[src/rtl/ysyx_23060201_ctrl_pkg.sv]
// ysyx_23060201_ctrl_pkg: opcode constants, FSM state encoding and decode helpers
// shared by the core controller and its watchdog.
// Latency: n/a (types, constants and pure functions only). Backpressure: n/a.
package ysyx_23060201_ctrl_pkg;

    // RV32 major opcodes understood by the controller
    localparam logic [6:0] ysyx_23060201_OP_TYPE_R      = 7'b0110011;
    localparam logic [6:0] ysyx_23060201_OP_TYPE_I      = 7'b0010011;
    localparam logic [6:0] ysyx_23060201_OP_TYPE_IL     = 7'b0000011;
    localparam logic [6:0] ysyx_23060201_OP_TYPE_S      = 7'b0100011;
    localparam logic [6:0] ysyx_23060201_OP_TYPE_B      = 7'b1100011;
    localparam logic [6:0] ysyx_23060201_OP_TYPE_U      = 7'b0110111;
    localparam logic [6:0] ysyx_23060201_OP_TYPE_UPC    = 7'b0010111;
    localparam logic [6:0] ysyx_23060201_OP_TYPE_J      = 7'b1101111;
    localparam logic [6:0] ysyx_23060201_OP_TYPE_JR     = 7'b1100111;
    localparam logic [6:0] ysyx_23060201_OP_TYPE_SYSTEM = 7'b1110011;

    // func3 of the SYSTEM opcode that stops the core (ebreak/ecall group)
    localparam logic [2:0] ysyx_23060201_F3_TRAP = 3'b000;

    // Ten states need four bits internally. The debug port is only three bits
    // wide, so HALT/ERR alias onto IDLE/IF_REQ there; halt/err disambiguate.
    typedef enum logic [3:0] {
        ST_IDLE     = 4'd0,
        ST_IF_REQ   = 4'd1,
        ST_IF_WAIT  = 4'd2,
        ST_ID       = 4'd3,
        ST_EX       = 4'd4,
        ST_MEM_REQ  = 4'd5,
        ST_MEM_WAIT = 4'd6,
        ST_WB       = 4'd7,
        ST_HALT     = 4'd8,
        ST_ERR      = 4'd9
    } ctrl_state_e;

    function automatic logic op_is_legal(input logic [6:0] op);
        logic ok;
        case (op)
            ysyx_23060201_OP_TYPE_R,
            ysyx_23060201_OP_TYPE_I,
            ysyx_23060201_OP_TYPE_IL,
            ysyx_23060201_OP_TYPE_S,
            ysyx_23060201_OP_TYPE_B,
            ysyx_23060201_OP_TYPE_U,
            ysyx_23060201_OP_TYPE_UPC,
            ysyx_23060201_OP_TYPE_J,
            ysyx_23060201_OP_TYPE_JR,
            ysyx_23060201_OP_TYPE_SYSTEM: ok = 1'b1;
            default:                      ok = 1'b0;
        endcase
        return ok;
    endfunction

    // Loads and stores are the only instructions that visit the LSU
    function automatic logic op_is_mem(input logic [6:0] op);
        return (op == ysyx_23060201_OP_TYPE_IL) || (op == ysyx_23060201_OP_TYPE_S);
    endfunction

    // Stores and branches have no destination register
    function automatic logic op_writes_gpr(input logic [6:0] op);
        return !((op == ysyx_23060201_OP_TYPE_S) || (op == ysyx_23060201_OP_TYPE_B));
    endfunction

    // States in which the core waits on a bus and the watchdog runs
    function automatic logic st_is_bus(input ctrl_state_e st);
        return (st == ST_IF_REQ) || (st == ST_IF_WAIT) ||
               (st == ST_MEM_REQ) || (st == ST_MEM_WAIT);
    endfunction

    function automatic logic [2:0] st_debug(input ctrl_state_e st);
        logic [3:0] v;
        v = st;
        return v[2:0];
    endfunction

endpackage

[src/rtl/ysyx_23060201_ctrl_wdt.sv]
// ysyx_23060201_ctrl_wdt: bus watchdog counting cycles spent waiting in one bus state.
// Latency: o_timeout is combinational from the count register (same cycle it reaches all-ones).
// Backpressure: none; the FSM reacts to o_timeout by abandoning the transaction.
//
// Ports: clk/rst       clock and synchronous active-high reset
//        i_clear       zero the count (asserted on the cycle a bus state is entered)
//        i_enable      count this cycle (asserted while in a bus state)
//        o_timeout     count has reached 2^TIMEOUT_W-1 while enabled
module ysyx_23060201_ctrl_wdt #(
    parameter int TIMEOUT_W = 8
) (
    input  logic clk,
    input  logic rst,
    input  logic i_clear,
    input  logic i_enable,
    output logic o_timeout
);

    logic [TIMEOUT_W-1:0] r_cnt;

    // Clear wins over enable: leaving one bus state for another restarts the budget
    always_ff @(posedge clk) begin
        if (rst) begin
            r_cnt <= '0;
        end else if (i_clear) begin
            r_cnt <= '0;
        end else if (i_enable) begin
            r_cnt <= r_cnt + 1'b1;
        end
    end

    // The count never wraps: the FSM leaves the bus state as soon as this fires
    assign o_timeout = i_enable && (r_cnt == {TIMEOUT_W{1'b1}});

endmodule

[src/rtl/ysyx_23060201_ctrl.sv]
// ysyx_23060201_ctrl: multi-cycle core sequencer (fetch/decode/execute/mem/writeback).
// Latency: 5 cycles per non-memory instruction on a zero-wait bus; outputs are registered state decodes.
// Backpressure: holds *_req_valid until ready, waits for *_rsp_valid; watchdog aborts to ERR.
//
// Ports: clk, rst (sync, active-high); ifu_req_valid/ready, ifu_rsp_valid: fetch bus;
//        inst_op, inst_func3: decoded instruction fields; lsu_req_valid/ready, lsu_rsp_valid:
//        load/store bus; inst_latch_en, gpr_wen, pc_wen: datapath strobes; halt, err: sticky
//        status; state: 3-bit debug view of the FSM.
// Optional: define YSYX_23060201_PERF_CNT_EN to add 64-bit cyc_cnt and inst_cnt outputs.
module ysyx_23060201_ctrl
    import ysyx_23060201_ctrl_pkg::*;
#(
    parameter int TIMEOUT_W = 8
) (
    input  logic       clk,
    input  logic       rst,
    output logic       ifu_req_valid,
    input  logic       ifu_req_ready,
    input  logic       ifu_rsp_valid,
    input  logic [6:0] inst_op,
    input  logic [2:0] inst_func3,
    output logic       lsu_req_valid,
    input  logic       lsu_req_ready,
    input  logic       lsu_rsp_valid,
    output logic       inst_latch_en,
    output logic       gpr_wen,
    output logic       pc_wen,
    output logic       halt,
    output logic       err,
    output logic [2:0] state
`ifdef YSYX_23060201_PERF_CNT_EN
    ,
    output logic [63:0] cyc_cnt,
    output logic [63:0] inst_cnt
`endif
);

    ctrl_state_e r_state;
    ctrl_state_e w_next;
    logic [6:0]  r_op;
    logic        w_timeout;
    logic        w_wdt_clear;
    logic        w_wdt_enable;

    // Watchdog restarts on every entry into a bus state, including
    // REQ->WAIT, so request and response phases each get a full budget.
    assign w_wdt_enable = st_is_bus(r_state);
    assign w_wdt_clear  = st_is_bus(w_next) && (w_next != r_state);

    ysyx_23060201_ctrl_wdt #(
        .TIMEOUT_W (TIMEOUT_W)
    ) u_wdt (
        .clk       (clk),
        .rst       (rst),
        .i_clear   (w_wdt_clear),
        .i_enable  (w_wdt_enable),
        .o_timeout (w_timeout)
    );

    // Next-state logic. Inputs only steer transitions; the registered outputs
    // below are decoded from the chosen next state, so no input reaches a port
    // combinationally.
    always_comb begin
        w_next = r_state;
        case (r_state)
            ST_IDLE: w_next = ST_IF_REQ;

            // Timeout is checked first so it beats a same-cycle handshake.
            // Responses are not looked at here: one arriving with acceptance is dropped.
            ST_IF_REQ: begin
                if (w_timeout)          w_next = ST_ERR;
                else if (ifu_req_ready) w_next = ST_IF_WAIT;
            end

            ST_IF_WAIT: begin
                if (w_timeout)          w_next = ST_ERR;
                else if (ifu_rsp_valid) w_next = ST_ID;
            end

            ST_ID: begin
                if ((inst_op == ysyx_23060201_OP_TYPE_SYSTEM) &&
                    (inst_func3 == ysyx_23060201_F3_TRAP))
                    w_next = ST_HALT;
                else if (!op_is_legal(inst_op))
                    w_next = ST_ERR;
                else
                    w_next = ST_EX;
            end

            ST_EX: w_next = op_is_mem(r_op) ? ST_MEM_REQ : ST_WB;

            ST_MEM_REQ: begin
                if (w_timeout)          w_next = ST_ERR;
                else if (lsu_req_ready) w_next = ST_MEM_WAIT;
            end

            ST_MEM_WAIT: begin
                if (w_timeout)          w_next = ST_ERR;
                else if (lsu_rsp_valid) w_next = ST_WB;
            end

            ST_WB:   w_next = ST_IF_REQ;
            ST_HALT: w_next = ST_HALT;
            ST_ERR:  w_next = ST_ERR;
            default: w_next = ST_ERR;
        endcase
    end

    // State register plus registered Moore outputs. Each output flop holds the
    // decode of the state being entered, so it is always equal to a decode of
    // r_state. Reset drops any outstanding request without a strobe.
    always_ff @(posedge clk) begin
        if (rst) begin
            r_state       <= ST_IDLE;
            r_op          <= '0;
            ifu_req_valid <= 1'b0;
            lsu_req_valid <= 1'b0;
            inst_latch_en <= 1'b0;
            gpr_wen       <= 1'b0;
            pc_wen        <= 1'b0;
            halt          <= 1'b0;
            err           <= 1'b0;
            state         <= 3'd0;
        end else begin
            r_state       <= w_next;
            ifu_req_valid <= (w_next == ST_IF_REQ);
            lsu_req_valid <= (w_next == ST_MEM_REQ);
            inst_latch_en <= (w_next == ST_ID);
            pc_wen        <= (w_next == ST_WB);
            // WB is only ever entered from EX or MEM_WAIT, by which time r_op
            // already holds this instruction's opcode.
            gpr_wen       <= (w_next == ST_WB) && op_writes_gpr(r_op);
            halt          <= (w_next == ST_HALT);
            err           <= (w_next == ST_ERR);
            state         <= st_debug(w_next);
            // Keep the opcode seen in ID for the EX and WB decisions
            if (r_state == ST_ID) begin
                r_op <= inst_op;
            end
        end
    end

`ifdef YSYX_23060201_PERF_CNT_EN
    logic [63:0] r_cyc_cnt;
    logic [63:0] r_inst_cnt;

    always_ff @(posedge clk) begin
        if (rst) begin
            r_cyc_cnt  <= '0;
            r_inst_cnt <= '0;
        end else begin
            r_cyc_cnt <= r_cyc_cnt + 64'd1;
            // One retired instruction per writeback cycle
            if (r_state == ST_WB) begin
                r_inst_cnt <= r_inst_cnt + 64'd1;
            end
        end
    end

    assign cyc_cnt  = r_cyc_cnt;
    assign inst_cnt = r_inst_cnt;
`endif

endmodule

[config.mk]
export PLATFORM = sky130hd
export DESIGN_NAME = ysyx_23060201_ctrl
export DESIGN_NICKNAME = d
export VERILOG_FILES = /design/src/rtl/ysyx_23060201_ctrl_pkg.sv /design/src/rtl/ysyx_23060201_ctrl_wdt.sv /design/src/rtl/ysyx_23060201_ctrl.sv
export SDC_FILE = /design/constraint.sdc
export NUM_CORES = 1
export LEC_CHECK = 0
export CAP_MARGIN = 20
export CORE_UTILIZATION = 31
export CTS_CLUSTER_DIAMETER = 120
export CTS_CLUSTER_SIZE = 28
export DETAILED_ROUTE_END_ITERATION = 7
export GPL_TIMING_DRIVEN = 0
export PLACE_DENSITY = 0.63
export SYNTH_ARGS = -nofsm -noshare
export SYNTH_HDL_FRONTEND = slang
export SYNTH_SLANG_ARGS = --single-unit
[constraint.sdc]
create_clock -name clk -period 2.5 [get_ports clk]
set_input_delay 0.625 -clock clk [delete_from_list [all_inputs] [get_ports clk]]
set_output_delay 0.625 -clock clk [all_outputs]
set_load 0.05 [all_outputs]
; ---- After elaboration in Yosys (flattened, before gate mapping)
; Index checks and enable logic that the tools add are counted.
[word_totals]
ff_bits = 29
inputBits = 16
output_inout_bits = 10
word_cells = 76
[op_classes]
n_addsub = 1
eq_ne = 31
mux = 15
n_reduce_logical = 18
[ops]
columns = op, count
row1 = $mux 4, 10
row2 = $eq 7x7->1 const B, 5
row3 = $pmux 4 s8, 1
row4 = $eq 4x3->1 const B, 7
row5 = $eq 7x6->1 const B, 4
row6 = $eq 4x2->1 const B, 4
row7 = $eq 7x2->1 const B, 2
row8 = $eq 7x5->1 const B, 2
row9 = $eq 4x4->1 const B, 3
row10 = $reduce_or 10->1, 1
row11 = $add 8x1->8 const B, 1
row12 = $eq 4x1->1 const B, 2
row13 = $eq 8x8->1 const B, 1
row14 = $logic_or 1x1->1, 8
row15 = $logic_and 1x1->1, 4
row16 = $logic_not 4->1, 1
row17 = $ne 4x4->1, 1
row18 = $reduce_or 2->1, 2
row19 = $logic_not 3->1, 1
row20 = $mux 1, 3
row21 = $mux 2, 1
row22 = $logic_not 1->1, 1

; ---- Logic depth before layout (Yosys ltp)
; Gate-level depths: netlist of run 1.
[depth]
ltp_word = 14
ltp_mapped = 8
ltp_nobuf = 7

; ---- Cells and area by module
; A second synthesis of run 1 with hierarchy kept.
[unflattened]
cells_unflattened = 145
hier_area_um2 = 1270.0
[modules_own_cells]
columns = module, n_inst, cells_each, area_each_um2, seq_area_each_um2
row1 = ysyx_23060201_ctrl, 1, 105, 915.9, 360.3
row2 = ysyx_23060201_ctrl_wdt, 1, 40, 354.1, 160.2

; ---- Least setup slack after synthesis of run 1
; Ideal clock, no wire load.
[synth_path]
path_kind = input port to flip-flop
start = input inst_op[4]
end = register u_wdt.r_cnt[4]
setup_time_ns = 0.142
arrival_time_ns = 1.721
required_time_ns = 2.358
setup_slack_ns = 0.637
cell_stages = 6
n_path_buf = 0
path_cell_list = and4b_1 -> a211o_1 -> a31oi_1 -> nor3_1 -> o21a_1 -> a211oi_2
[synth_between]
elab_chain_len = 14
elab_cells_between_ends = 28
cone_classes = eq/ne: 15 / mux: 6 / reduce/logical: 7
[synth_lines]
columns = element, line_no
row1 = start: declaration, ysyx_23060201_ctrl.sv:20  ; input logic [6:0] inst_op,
row2 = $eq 7x7->1 (tied with other cells), "ysyx_23060201_ctrl_pkg.sv:38, ysyx_23060201_ctrl.sv:81"
row3 = $reduce_or 10->1, ysyx_23060201_ctrl_pkg.sv:38  ; case (op)
row4 = $mux 1, ysyx_23060201_ctrl_pkg.sv:38
row5 = $mux 1, ysyx_23060201_ctrl.sv:81  ; if ((inst_op == ysyx_23060201_OP_TYPE_SYSTEM) &&
row6 = $mux 1, ysyx_23060201_ctrl.sv:65  ; case (r_state)
row7 = $mux 4, ysyx_23060201_ctrl.sv:84  ; else if (!op_is_legal(inst_op))
row8 = $mux 4 *, ysyx_23060201_ctrl.sv:81
row9 = $pmux 4 s8 *, ysyx_23060201_ctrl.sv:65
row10 = $eq 4x1->1 / $eq 4x2->1 (equally long branches), ysyx_23060201_ctrl_pkg.sv:66  ; return (st == ST_IF_REQ) || (st == ST_IF_WAIT) ||
row11 = $logic_or 1x1->1 (2 in series), ysyx_23060201_ctrl_pkg.sv:66
row12 = $logic_or 1x1->1, ysyx_23060201_ctrl_pkg.sv:67  ; (st == ST_MEM_REQ) || (st == ST_MEM_WAIT);
row13 = $logic_and 1x1->1 *, ysyx_23060201_ctrl.sv:48  ; assign w_wdt_clear = st_is_bus(w_next) && (w_next != r_state);
row14 = $reduce_or 2->1 (no source line) *, n/a
row15 = end signal: assignment, ysyx_23060201_ctrl_wdt.sv:28  ; r_cnt <= r_cnt + 1'b1;
row16 = end: declaration, ysyx_23060201_ctrl_wdt.sv:19  ; logic [TIMEOUT_W-1:0] r_cnt;
; Every way passes the cells marked *; elsewhere a longest branch is shown, timed or not. The select of a mux whose other input is x is not followed.
; A chain may end at the register's enable or synchronous reset.

==> results of run 1 <==
-- power by group through the flow --
stage / logic, mW / registers, mW / clock network [mW]
floorplan: 0.328 / 0.512 / 0
global placement: 0.486 / 0.472 / 0
detailed placement: 0.487 / 0.472 / 0
CTS: 0.489 / 0.463 / 0.352
global route: 0.521 / 0.466 / 0.372
finish: 0.488 / 0.462 / 0.344
-- state kept, by name, summed over array words and instances (netlist names) --
register	flops
ifu_req_valid	1
inst_latch_en	1
lsu_req_valid	1
err	1
r_state	2
gpr_wen	1
state	2
halt	1
u_wdt.r_cnt	8
r_op	7
pc_wen	1
-- final timing paths --
| path | cells after the start | from | slack [ns] | end |
|---|---|---|---|---|
| hold reg to reg | 2 | r_op[1] | 0.46 | r_op[1] |
| hold / removal | 2 | r_op[1] | 0.46 | r_op[1] |
| setup reg to reg | 6 | r_state[2] | 0.53 | u_wdt.r_cnt[1] |
| setup / recovery | 2 | r_state[2] | 0.13 | state[2] |
-- routing by layer --
metal	up-vias	wire, um	global-route usage
met2	32	1180	0.166
li1	595	-	-
met5	-	0	0
met3	2	103	0.0144
met4	0	29	0.0467
met1	517	1530	0.186
-- critical path: cells and delay by family, from the launching register on --
| family | cells | cell delay (ns) |
|---|---|---|
| DFF | 1 | 0.51 |
| buffers and inverters | 2 | 0.96 |
-- area by class of cell --
type | count | area, um2
fillers | 458 | 2570
multi-input cells | 110 | 838
flip-flops and latches | 26 | 520
repair buffers | 25 | 250
well taps | 52 | 65.1
plain buffers | 9 | 55.1
clock buffers | 3 | 41.3
clock inverters | 1 | 30.0
inverters | 4 | 15.0
-- cell families after synthesis --
logic type | after synthesis | synth area share
xor gates and xnor gates | 9 | 0.0736
AOI/OAI and AO/OA | 32 | 0.196
buffers and inverters | 13 | 0.0491
and+or+nand+nor | 66 | 0.294
adders and majority gates | 1 | 0.00876
DFF | 26 | 0.365
muxes | 2 | 0.0140
-- per-stage QoR --
step	area [um2]	total power [mW]	setup TNS [ns]	setup slack [ns]	hold slack (ns)
after floorplan	1430	0.839	0	0.637	0.436
after global placement	1740	0.958	-1.49	-0.195	0.444
after detailed placement	1740	0.960	-1.55	-0.203	0.450
after CTS	1810	1.30	0	0.0712	0.463
after global routing	1820	1.36	0	0.0486	0.486
final	1820	1.29	0	0.135	0.460
-- cells in the final DEF, fill, tap and decap left out, drive strengths merged, types with 2 or more instances in the layout --
cell type	instances
a211o	2
a211oi	7
a21oi	11
a31oi	2
and3	2
buf	7
clkbuf	5
clkdlybuf4s50	25
dfxtp	26
inv	4
mux2i	2
nand2	17
nand2b	9
nand3	2
nand4	8
nor2	13
nor3	3
nor3b	3
nor4	2
o21a	2
o21bai	2
xnor2	7
xor2	2
==> out/metrics.sh, run 1 <==
NUMBER_OF_BUFFERS_ADDED_TO_FIX_HOLD_VIOLATIONS_AFTER_CTS=0
PWR-SHARE-CLK=0.266
P_LEAK_nW=0.617
COUNT_OF_STANDARD_CELL_ROWS=24
FINAL_CORE_UTILIZATION=0.414
HPWLAFTERDP_MM=2.08
BOUNDARYPINS=26
FP.DIEH_UM=69.9
POWER.SWITCHING_mW=0.435
NUMPORTBUFFERS=25
ROUTE.ANTENNA.REMAINING_NETS=0
DR.PASS1.ITERS=4
FINAL-HOLD-VIOLATION-COUNT=0
CTS_BUFFER_DEPTH=2
INITIAL_CELL_DENSITY_OF_THE_CORE=0.326
SLEW_HEADROOM=0.572
PATH_CLASS='reg -> out'
FP.DIEAREA_UM2=4880
GRT_SETUP_UNREPAIRED='false'
NUMBER_OF_GLOBAL_ROUTE_VIAS_BEFORE_REPAIR=997
CP-END-KIND='output pin'
SYNTH_TOP_AREA_CELL='sky130_fd_sc_hd__dfxtp_1'
FIRST_ITER_VIOLATIONS=59
CTSROOTBUFFERMASTER='sky130_fd_sc_hd__clkbuf_8'
GP_CONGESTION=0.826
AVGROUTEDWIREPERCELL_UM=12.4
CTS_SETUP_BUFFERS=0
WIRELENGTH_MM=2.84
REQUIRED_NS=1.88
FMAX_MHz=423
MAPPEDNETLISTAREA_UM2=1430
SYNTH_EDF_COUNT=0
CTS_BUFFERS=3
DIE_W_UM=69.9
CORE_UM2=4380
YOSYS-TOP-CELLS-COUNT='sky130_fd_sc_hd__dfxtp_1, sky130_fd_sc_hd__nand2_1, sky130_fd_sc_hd__a21oi_1, sky130_fd_sc_hd__nor2_1'
GRT_MAX_DEGREE=16
YS_DOMINANT_REG_CELL='sky130_fd_sc_hd__dfxtp_1'
DR_TOTAL_VIAS=1146
GRT.OVERFLOW.TOTAL=0
POWERDENSITY_nW_PER_UM2=713
DP.CELLS=226
FINALWORSTPATHREQUIREDPERIOD_NS=2.37
FINAL.PERIOD_UTILIZATION=0.946
YS_FF_LATCH=26
TIMING.MAX_CAP.VIOLATIONS=0
AREAGROWTHSYNTHTOFINISH_PCT=27.2
SLOWEST_DELAY_NS=0.79
CLK-INSERTION-DELAY-LATE_NS=0.27
CLOCK_SKEW_NS=0.00326
SYN_INST=149
AVG_CELL_AREA_SYN_UM2=9.58
SYNTH-ASYNC-RESET-RATIO=0
WORST-SLEW-PIN-TRANSITION_NS=0.642
TRITONCTS_NUM_SINKS=26
CTS_MAX_LEVEL=1
COMB_POWER_SHARE=0.377
N_ANTENNA_CELL=0
PEAK_SUPPLY_DROP_mV=0.317
FINISH_STAGE_SETUP_VIOLS=0
GROUTE.USAGE.OVERALL=0.120
SYNTHESIZED_NETS=166
YOSYS-TOP-CELLS-AREA='sky130_fd_sc_hd__dfxtp_1, sky130_fd_sc_hd__a211oi_2, sky130_fd_sc_hd__nand2_1, sky130_fd_sc_hd__a21oi_1, sky130_fd_sc_hd__nand2b_1'
WIRE_LENGTH_OF_THE_FIRST_GLOBAL_ROUTING_PASS_MM=4.75
SYNTHDISTINCTLIBCELLS=48
DRC=0
FINAL_NET_COUNT=196
SHARE_SEQ_OF_TOTAL_POWER=0.357
SYNTHESIS.YOSYS.WARNINGS=0
INSTANCES_NO_FILL=230
FINAL_NUMBER_OF_MAX_TRANSITION_VIOLATIONS=0
CP_CELL_SEQUENCE='buf_4 -> clkdlybuf4s50_1'
FINAL_LAYOUT_SIZE_SUFFIX_GT1_FRAC=0.202
START_KIND='flip-flop'
POST_CTS_RESIZED=0
INTPOWER_mW=0.859
WORST-ENDPOINT-ARRIVAL_NS=1.74
HOLD_PATH_CLASS='reg -> reg'
POWER.SHARE.SWITCHING=0.336
GRT_ANTENNA_BEFORE_REPAIR=0
VIAS_PER_CELL=4.98
CTS.REPORTEDPATHS.CLKPINSLEW_NS=0.09
YS_SEQ_AREA_FRAC=0.365
SYNTH_MOST_COMMON_CELL='sky130_fd_sc_hd__dfxtp_1'
CRITICAL-PATH-SLOWEST-CELL='sky130_fd_sc_hd__clkdlybuf4s50_1'
RESULT_OF_THE_RUN='finished clean'
YOSYSTOPAREACELLSHARE=0.365
CTS_TREE='built'
CP_MAX_FANOUT=6
Power figures use the tool's default switching activity.
==> inputs of run 2 (changes only) <==
- CORE_MARGIN: unset -> 2
- TNS_END_PERCENT: unset -> 1
==> run 2 against run 1 <==
Critical path type unchanged. Worst hold slack worse by 0.0032 ns. Clock power about the same. Die area grew 5.8%.
==> out/metrics.sh, run 2 (synthesis gave the netlist of run 1 again) <==
WORST-ENDPOINT-ARRIVAL_NS=1.73  # was 1.74 ns
DIE_W_UM=71.9  # was 69.9 um
INITIAL_CELL_DENSITY_OF_THE_CORE=0.326  # unchanged
LARGEST_REGISTER_FF_COUNT=8  # unchanged
FMAX_MHz=424  # was 423 MHz
NUMBER_OF_GLOBAL_ROUTE_VIAS_BEFORE_REPAIR=1064  # was 997
CTS_BUFFER_DEPTH=2  # unchanged
RESULT_OF_THE_RUN='finished clean'  # unchanged
INSTANCES_NO_FILL=230  # unchanged
CTS.REPORTEDPATHS.CLKPINSLEW_NS=0.09  # about the same
P_LEAK_nW=0.617  # unchanged
N_ANTENNA_CELL=0  # unchanged
SLEW_HEADROOM=0.583  # was 0.572
TIMING.MAX_CAP.VIOLATIONS=0  # unchanged
HOLD_PATH_CLASS='reg -> reg'  # unchanged
MOSTFREQUENTLAYOUTCELL='sky130_fd_sc_hd__dfxtp_1'  # unchanged
WORST-SLEW-PIN-TRANSITION_NS=0.626  # was 0.642 ns
CORE_UM2=4380  # unchanged
WIRELENGTH_MM=2.83  # was 2.84 mm
START_KIND='flip-flop'  # unchanged
DP.CELLS=226  # unchanged
PEAK_SUPPLY_DROP_mV=0.356  # was 0.317 mV
CLK-INSERTION-DELAY-LATE_NS=0.26  # was 0.27 ns
WORST-R2R-CELL-COUNT=6  # unchanged
GROUTE.USAGE.OVERALL=0.120  # about the same
REQUIRED_NS=1.88  # about the same
GRT_SETUP_UNREPAIRED='false'  # unchanged
FILLERS=460  # was 458
VIAS_PER_CELL=4.97  # was 4.98
CTS_TREE='built'  # unchanged
FP.DIEAREA_UM2=5160  # was 4880 um2
AVGROUTEDWIREPERCELL_UM=12.3  # was 12.4 um
CP-END-KIND='output pin'  # unchanged
CTS_BUFFERS=3  # unchanged
LAYOUT_TOP_REGISTERS='u_wdt.r_cnt: 8 flops, r_op: 7 flops'  # unchanged
LAYOUT_COMMON_CELLS='sky130_fd_sc_hd__dfxtp_1, sky130_fd_sc_hd__clkdlybuf4s50_1, sky130_fd_sc_hd__nand2_1'  # unchanged
BOUNDARYPINS=26  # unchanged
CAPTURE_POINT_OF_THE_WORST_PATH='state[2]'  # unchanged
GRT_MAX_DEGREE=16  # unchanged
WORST-R2R-SETUP-SLACK_NS=0.56  # was 0.53 ns
NUMBER_OF_BUFFERS_ADDED_TO_FIX_HOLD_VIOLATIONS_AFTER_CTS=0  # unchanged
AREAGROWTHSYNTHTOFINISH_PCT=27.2  # unchanged
DR_TOTAL_VIAS=1142  # was 1146
PATH_CLASS='reg -> out'  # unchanged
FINAL_NET_COUNT=196  # unchanged
CTSROOTBUFFERMASTER='sky130_fd_sc_hd__clkbuf_8'  # unchanged
WIRE_LENGTH_OF_THE_FIRST_GLOBAL_ROUTING_PASS_MM=4.95  # was 4.75 mm
CRITPATHLAUNCH='r_state[2]'  # unchanged
GRT_ANTENNA_BEFORE_REPAIR=0  # unchanged
FP.DIEH_UM=71.9  # was 69.9 um
FINAL_LAYOUT_SIZE_SUFFIX_GT1_FRAC=0.202  # unchanged
HPWLAFTERDP_MM=2.15  # was 2.08 mm
DRC=0  # unchanged
ROUTE.ANTENNA.REMAINING_NETS=0  # unchanged
FINALWORSTPATHREQUIREDPERIOD_NS=2.36  # was 2.37 ns
COUNT_OF_STANDARD_CELL_ROWS=24  # unchanged
NUMPORTBUFFERS=25  # unchanged
CLOCK_SKEW_NS=0.00245  # was 0.00326 ns
CP_MAX_FANOUT=6  # unchanged
FINAL-HOLD-VIOLATION-COUNT=0  # unchanged
FIRST_ITER_VIOLATIONS=52  # was 59
DR.PASS1.ITERS=4  # unchanged
REGTOREGSTARTPOINT='r_state[2]'  # unchanged
GRT.OVERFLOW.TOTAL=0  # unchanged
FINAL_NUMBER_OF_MAX_TRANSITION_VIOLATIONS=0  # unchanged
GP_CONGESTION=0.814  # was 0.826
FINISH_STAGE_SETUP_VIOLS=0  # unchanged
TRITONCTS_NUM_SINKS=26  # unchanged
FINAL_CORE_UTILIZATION=0.414  # unchanged
END_OF_THE_WORST_REGISTER_TO_REGISTER_PATH='u_wdt.r_cnt[4]'  # was u_wdt.r_cnt[1]
POST-LAYOUT-TOTAL-POWER_mW=1.29  # about the same
REGMOSTFLOPS='u_wdt.r_cnt'  # unchanged
POWERDENSITY_nW_PER_UM2=711  # was 713 nW/um2
CTS_MAX_LEVEL=1  # unchanged
FINAL.PERIOD_UTILIZATION=0.944  # was 0.946
==> run 2: cell counts in the layout (fill, tap and decap cells not counted) <==
Identical to the previous run, type by type.
==> run 2: through the flow <==
step	hold WS [ns]	setup TNS (ns)	setup slack (ns)	area, um2
2_1_floorplan	0.436	0	0.637	1430
3_3_place_gp	0.446	-1.51	-0.197	1740
3_5_place_dp	0.449	-1.33	-0.172	1740
4_1_cts	0.462	0	0.109	1810
5_1_grt	0.489	0	0.0241	1820
6_report	0.457	0	0.141	1820
==> run 2: worst min path at each step <==
stage	start	endpoint	cells past startpoint
finish	r_op[1]	r_op[1]	2
global route	r_op[0]	r_op[0]	2
CTS	r_op[1]	r_op[1]	2
detailed placement	r_op[1]	r_op[1]	2
global placement	r_op[1]	r_op[1]	2
floorplan	r_op[1]	r_op[1]	2
==> run 2: where the power goes <==
| group | switching (mW) | leakage (nW) | internal (mW) | total [mW] |
|---|---|---|---|---|
| logic | 0.286 | 0.370 | 0.199 | 0.485 |
| registers | 0.0180 | 0.211 | 0.446 | 0.464 |
| clock network | 0.128 | 0.0357 | 0.214 | 0.342 |
==> run 2: metal layers <==
layer  track usage  part of all wire
met3        0.0211             0.033
met2         0.169              0.40
met1         0.184              0.55
met4        0.0377            0.0099
met5             0                 0
==> run 2: critical path: stages, from the launching register on <==
cell	delay (ns)
sky130_fd_sc_hd__dfxtp_1	0.52
sky130_fd_sc_hd__buf_4	0.17
sky130_fd_sc_hd__clkdlybuf4s50_1	0.79
==> run 2: area by class of cell <==
type / count / area [um2] / share of cell area
inverters: 4 / 15.0 / 0.00827
clock buffers: 3 / 41.3 / 0.0227
well taps: 52 / 65.1 / 0.0358
plain buffers: 9 / 55.1 / 0.0303
multi-input cells: 110 / 838 / 0.462
flip-flops and latches: 26 / 520 / 0.287
clock inverters: 1 / 30.0 / 0.0165
repair buffers: 25 / 250 / 0.138
==> run 2: what timing repair did <==
| item | in CTS | in global routing |
|---|---|---|
| buffers inserted | 0 | 0 |
| setup endpoints to repair | 0 | 8 |
| gates resized for setup | 0 | 1 |
==> inputs of run 3 (changes only) <==
- CORE_MARGIN: 2 -> unset
- clock period: 2.5 -> 2.9 ns (I/O delays scaled with it)
==> run 3 against run 2 <==
Sequential cell count unchanged. Count of clock-buffer cells in the layout unchanged. Clock skew rose by 0.00084 ns. Sequential power decreased by 14%. Largest power group unchanged. Highest routed layer unchanged.
==> out/metrics.sh, run 3 (synthesis gave the netlist of run 1 again) <==
RESULT_OF_THE_RUN='finished clean'  # unchanged
COMB_POWER_SHARE=0.376  # about the same
CORE_UM2=4380  # unchanged
WORST-ENDPOINT-ARRIVAL_NS=2.67  # was 1.73 ns
FIRST_ITER_VIOLATIONS=59  # was 52
WORST-R2R-SETUP-SLACK_NS=0.81  # was 0.56 ns
CTS_SETUP_BUFFERS=0  # unchanged
P_LEAK_nW=0.616  # was 0.617 nW
FINAL-HOLD-VIOLATION-COUNT=0  # unchanged
LAYOUT_COMMON_CELLS='sky130_fd_sc_hd__dfxtp_1, sky130_fd_sc_hd__clkdlybuf4s50_1, sky130_fd_sc_hd__nand2_1'  # unchanged
AREAGROWTHSYNTHTOFINISH_PCT=27.1  # was 27.2%
GROUTE.USAGE.OVERALL=0.120  # about the same
CTS_TREE='built'  # unchanged
PEAK_SUPPLY_DROP_mV=0.273  # was 0.356 mV
FINAL_NET_COUNT=196  # unchanged
SHARE_SEQ_OF_TOTAL_POWER=0.358  # was 0.359
PATH_CLASS='in -> reg'  # was reg -> out
CTS_MAX_LEVEL=1  # unchanged
AVGROUTEDWIREPERCELL_UM=12.4  # was 12.3 um
DR_TOTAL_VIAS=1146  # was 1142
CTS.REPORTEDPATHS.CLKPINSLEW_NS=0.09  # about the same
TRITONCTS_NUM_SINKS=26  # unchanged
FINALWORSTPATHREQUIREDPERIOD_NS=2.54
FINAL_LAYOUT_SIZE_SUFFIX_GT1_FRAC=0.197  # was 0.202
GRT.OVERFLOW.TOTAL=0  # unchanged
ROUTE.ANTENNA.REMAINING_NETS=0  # unchanged
DR.PASS1.ITERS=4  # unchanged
PWR-SHARE-CLK=0.266  # was 0.265
REGMOSTFLOPS='u_wdt.r_cnt'  # unchanged
WORST-SLEW-PIN-TRANSITION_NS=0.642  # was 0.626 ns
NUMPORTBUFFERS=25  # unchanged
FILLERS=457  # was 460
REQUIRED_NS=3.03  # was 1.88 ns
CTS_BUFFERS=3  # unchanged
HOLD_PATH_CLASS='reg -> reg'  # unchanged
POST_CTS_RESIZED=0  # unchanged
INSTANCES_NO_FILL=230  # unchanged
WORST_HOLD_SLACK_ACROSS_ALL_ENDPOINTS_NS=0.460  # was 0.457 ns
GP_CONGESTION=0.826  # was 0.814
LARGEST_REGISTER_FF_COUNT=8  # unchanged
LAYOUT_TOP_REGISTERS='u_wdt.r_cnt: 8 flops, r_op: 7 flops'  # unchanged
FP.DIEAREA_UM2=4880  # was 5160 um2
CLOCK_SKEW_NS=0.00329  # was 0.00245 ns
GRT_ANTENNA_BEFORE_REPAIR=0  # unchanged
SLEW_HEADROOM=0.572  # was 0.583
CP-END-KIND='flip-flop'  # was output pin
CTSROOTBUFFERMASTER='sky130_fd_sc_hd__clkbuf_8'  # unchanged
INTPOWER_mW=0.739  # was 0.859 mW
WORST-R2R-CELL-COUNT=6  # unchanged
MOSTFREQUENTLAYOUTCELL='sky130_fd_sc_hd__dfxtp_1'  # unchanged
NUMBER_OF_GLOBAL_ROUTE_VIAS_BEFORE_REPAIR=997  # was 1064
CLK-INSERTION-DELAY-LATE_NS=0.27  # was 0.26 ns
POWER.SHARE.SWITCHING=0.337  # was 0.335
FINAL.PERIOD_UTILIZATION=0.875
POWER.SWITCHING_mW=0.375  # was 0.432 mW
FINAL_NUMBER_OF_MAX_TRANSITION_VIOLATIONS=0  # unchanged
TNS_NS=0  # unchanged
MULTI_INPUT_COMB_AREA_UM2=837  # was 838 um2
START_KIND='input port'  # was flip-flop
INITIAL_CELL_DENSITY_OF_THE_CORE=0.326  # unchanged
NUMBER_OF_BUFFERS_ADDED_TO_FIX_HOLD_VIOLATIONS_AFTER_CTS=0  # unchanged
FP.DIEH_UM=69.9  # was 71.9 um
TIMING.MAX_CAP.VIOLATIONS=0  # unchanged
WIRELENGTH_MM=2.84  # was 2.83 mm
END_OF_THE_WORST_REGISTER_TO_REGISTER_PATH='u_wdt.r_cnt[1]'  # was u_wdt.r_cnt[4]
FMAX_MHz=394
VIAS_PER_CELL=4.98  # was 4.97
COUNT_OF_STANDARD_CELL_ROWS=24  # unchanged
CTS_BUFFER_DEPTH=2  # unchanged
POWERDENSITY_nW_PER_UM2=614  # was 711 nW/um2
BOUNDARYPINS=26  # unchanged
FINAL_CORE_UTILIZATION=0.414  # about the same
WIRE_LENGTH_OF_THE_FIRST_GLOBAL_ROUTING_PASS_MM=4.75  # was 4.95 mm
DIE_W_UM=69.9  # was 71.9 um
GRT_MAX_DEGREE=16  # unchanged
HPWLAFTERDP_MM=2.08  # was 2.15 mm
SEQCELLAREA_UM2=520  # unchanged
HOLD_STARTPOINT='r_op[1]'  # unchanged
REGTOREGSTARTPOINT='r_state[2]'  # unchanged
DP.CELLS=226  # unchanged
FINISH_STAGE_SETUP_VIOLS=0  # unchanged
N_ANTENNA_CELL=0  # unchanged
CP_MAX_FANOUT=8  # was 6
GRT_SETUP_UNREPAIRED='false'  # unchanged
WORST_HOLD_PATH_EP='r_op[1]'  # unchanged
DRC=0  # unchanged
MIN_PATH_CELLS=2  # unchanged
[run 3: power groups by stage]
stage               combinational [mW]  sequential, mW  clock, mW
finish                           0.419           0.399      0.297
detailed placement               0.420           0.407          0
floorplan                        0.282           0.441          0
global placement                 0.419           0.407          0
global route                     0.448           0.402      0.320
CTS                              0.421           0.399      0.304
[run 3: area by class of cell]
cell class	count	area share
clock buffers	3	0.0228
clock inverters	1	0.0166
repair buffers	25	0.138
inverters	4	0.00828
multi-input cells	110	0.461
flip-flops and latches	26	0.287
plain buffers	9	0.0303
well taps	52	0.0359
[run 3: worst max-delay path by stage]
stage	start	to
2_1_floorplan	inst_op[4]	u_wdt.r_cnt[4]
3_3_place_gp	inst_op[6]	u_wdt.r_cnt[0]
3_5_place_dp	inst_op[6]	u_wdt.r_cnt[7]
4_1_cts	inst_op[6]	u_wdt.r_cnt[7]
5_1_grt	inst_op[6]	u_wdt.r_cnt[6]
6_report	inst_op[6]	u_wdt.r_cnt[1]
[run 3: metal layers]
layer	global-route usage	part of all wire	up-vias
met5	0	0	-
met2	0.166	0.42	32
met1	0.186	0.54	517
met4	0.0467	0.010	0
met3	0.0144	0.036	2
li1	-	-	595
[run 3: critical path: stages]
cell and delay [ns]:
sky130_fd_sc_hd__clkdlybuf4s50_1 0.55, sky130_fd_sc_hd__and4b_1 0.21, sky130_fd_sc_hd__a211o_1 0.15, sky130_fd_sc_hd__a31oi_1 0.10, sky130_fd_sc_hd__nor3_1 0.33, sky130_fd_sc_hd__o21a_1 0.46
sky130_fd_sc_hd__a211oi_2 0.12
[run 3: through the flow]
stage               power (mW)  setup WS, ns  instance area [um2]
global route              1.17         0.206                 1810
global placement         0.826         0.105                 1740
detailed placement       0.827        0.0969                 1740
CTS                       1.12         0.371                 1810
floorplan                0.723         0.937                 1430
finish                    1.11         0.363                 1810
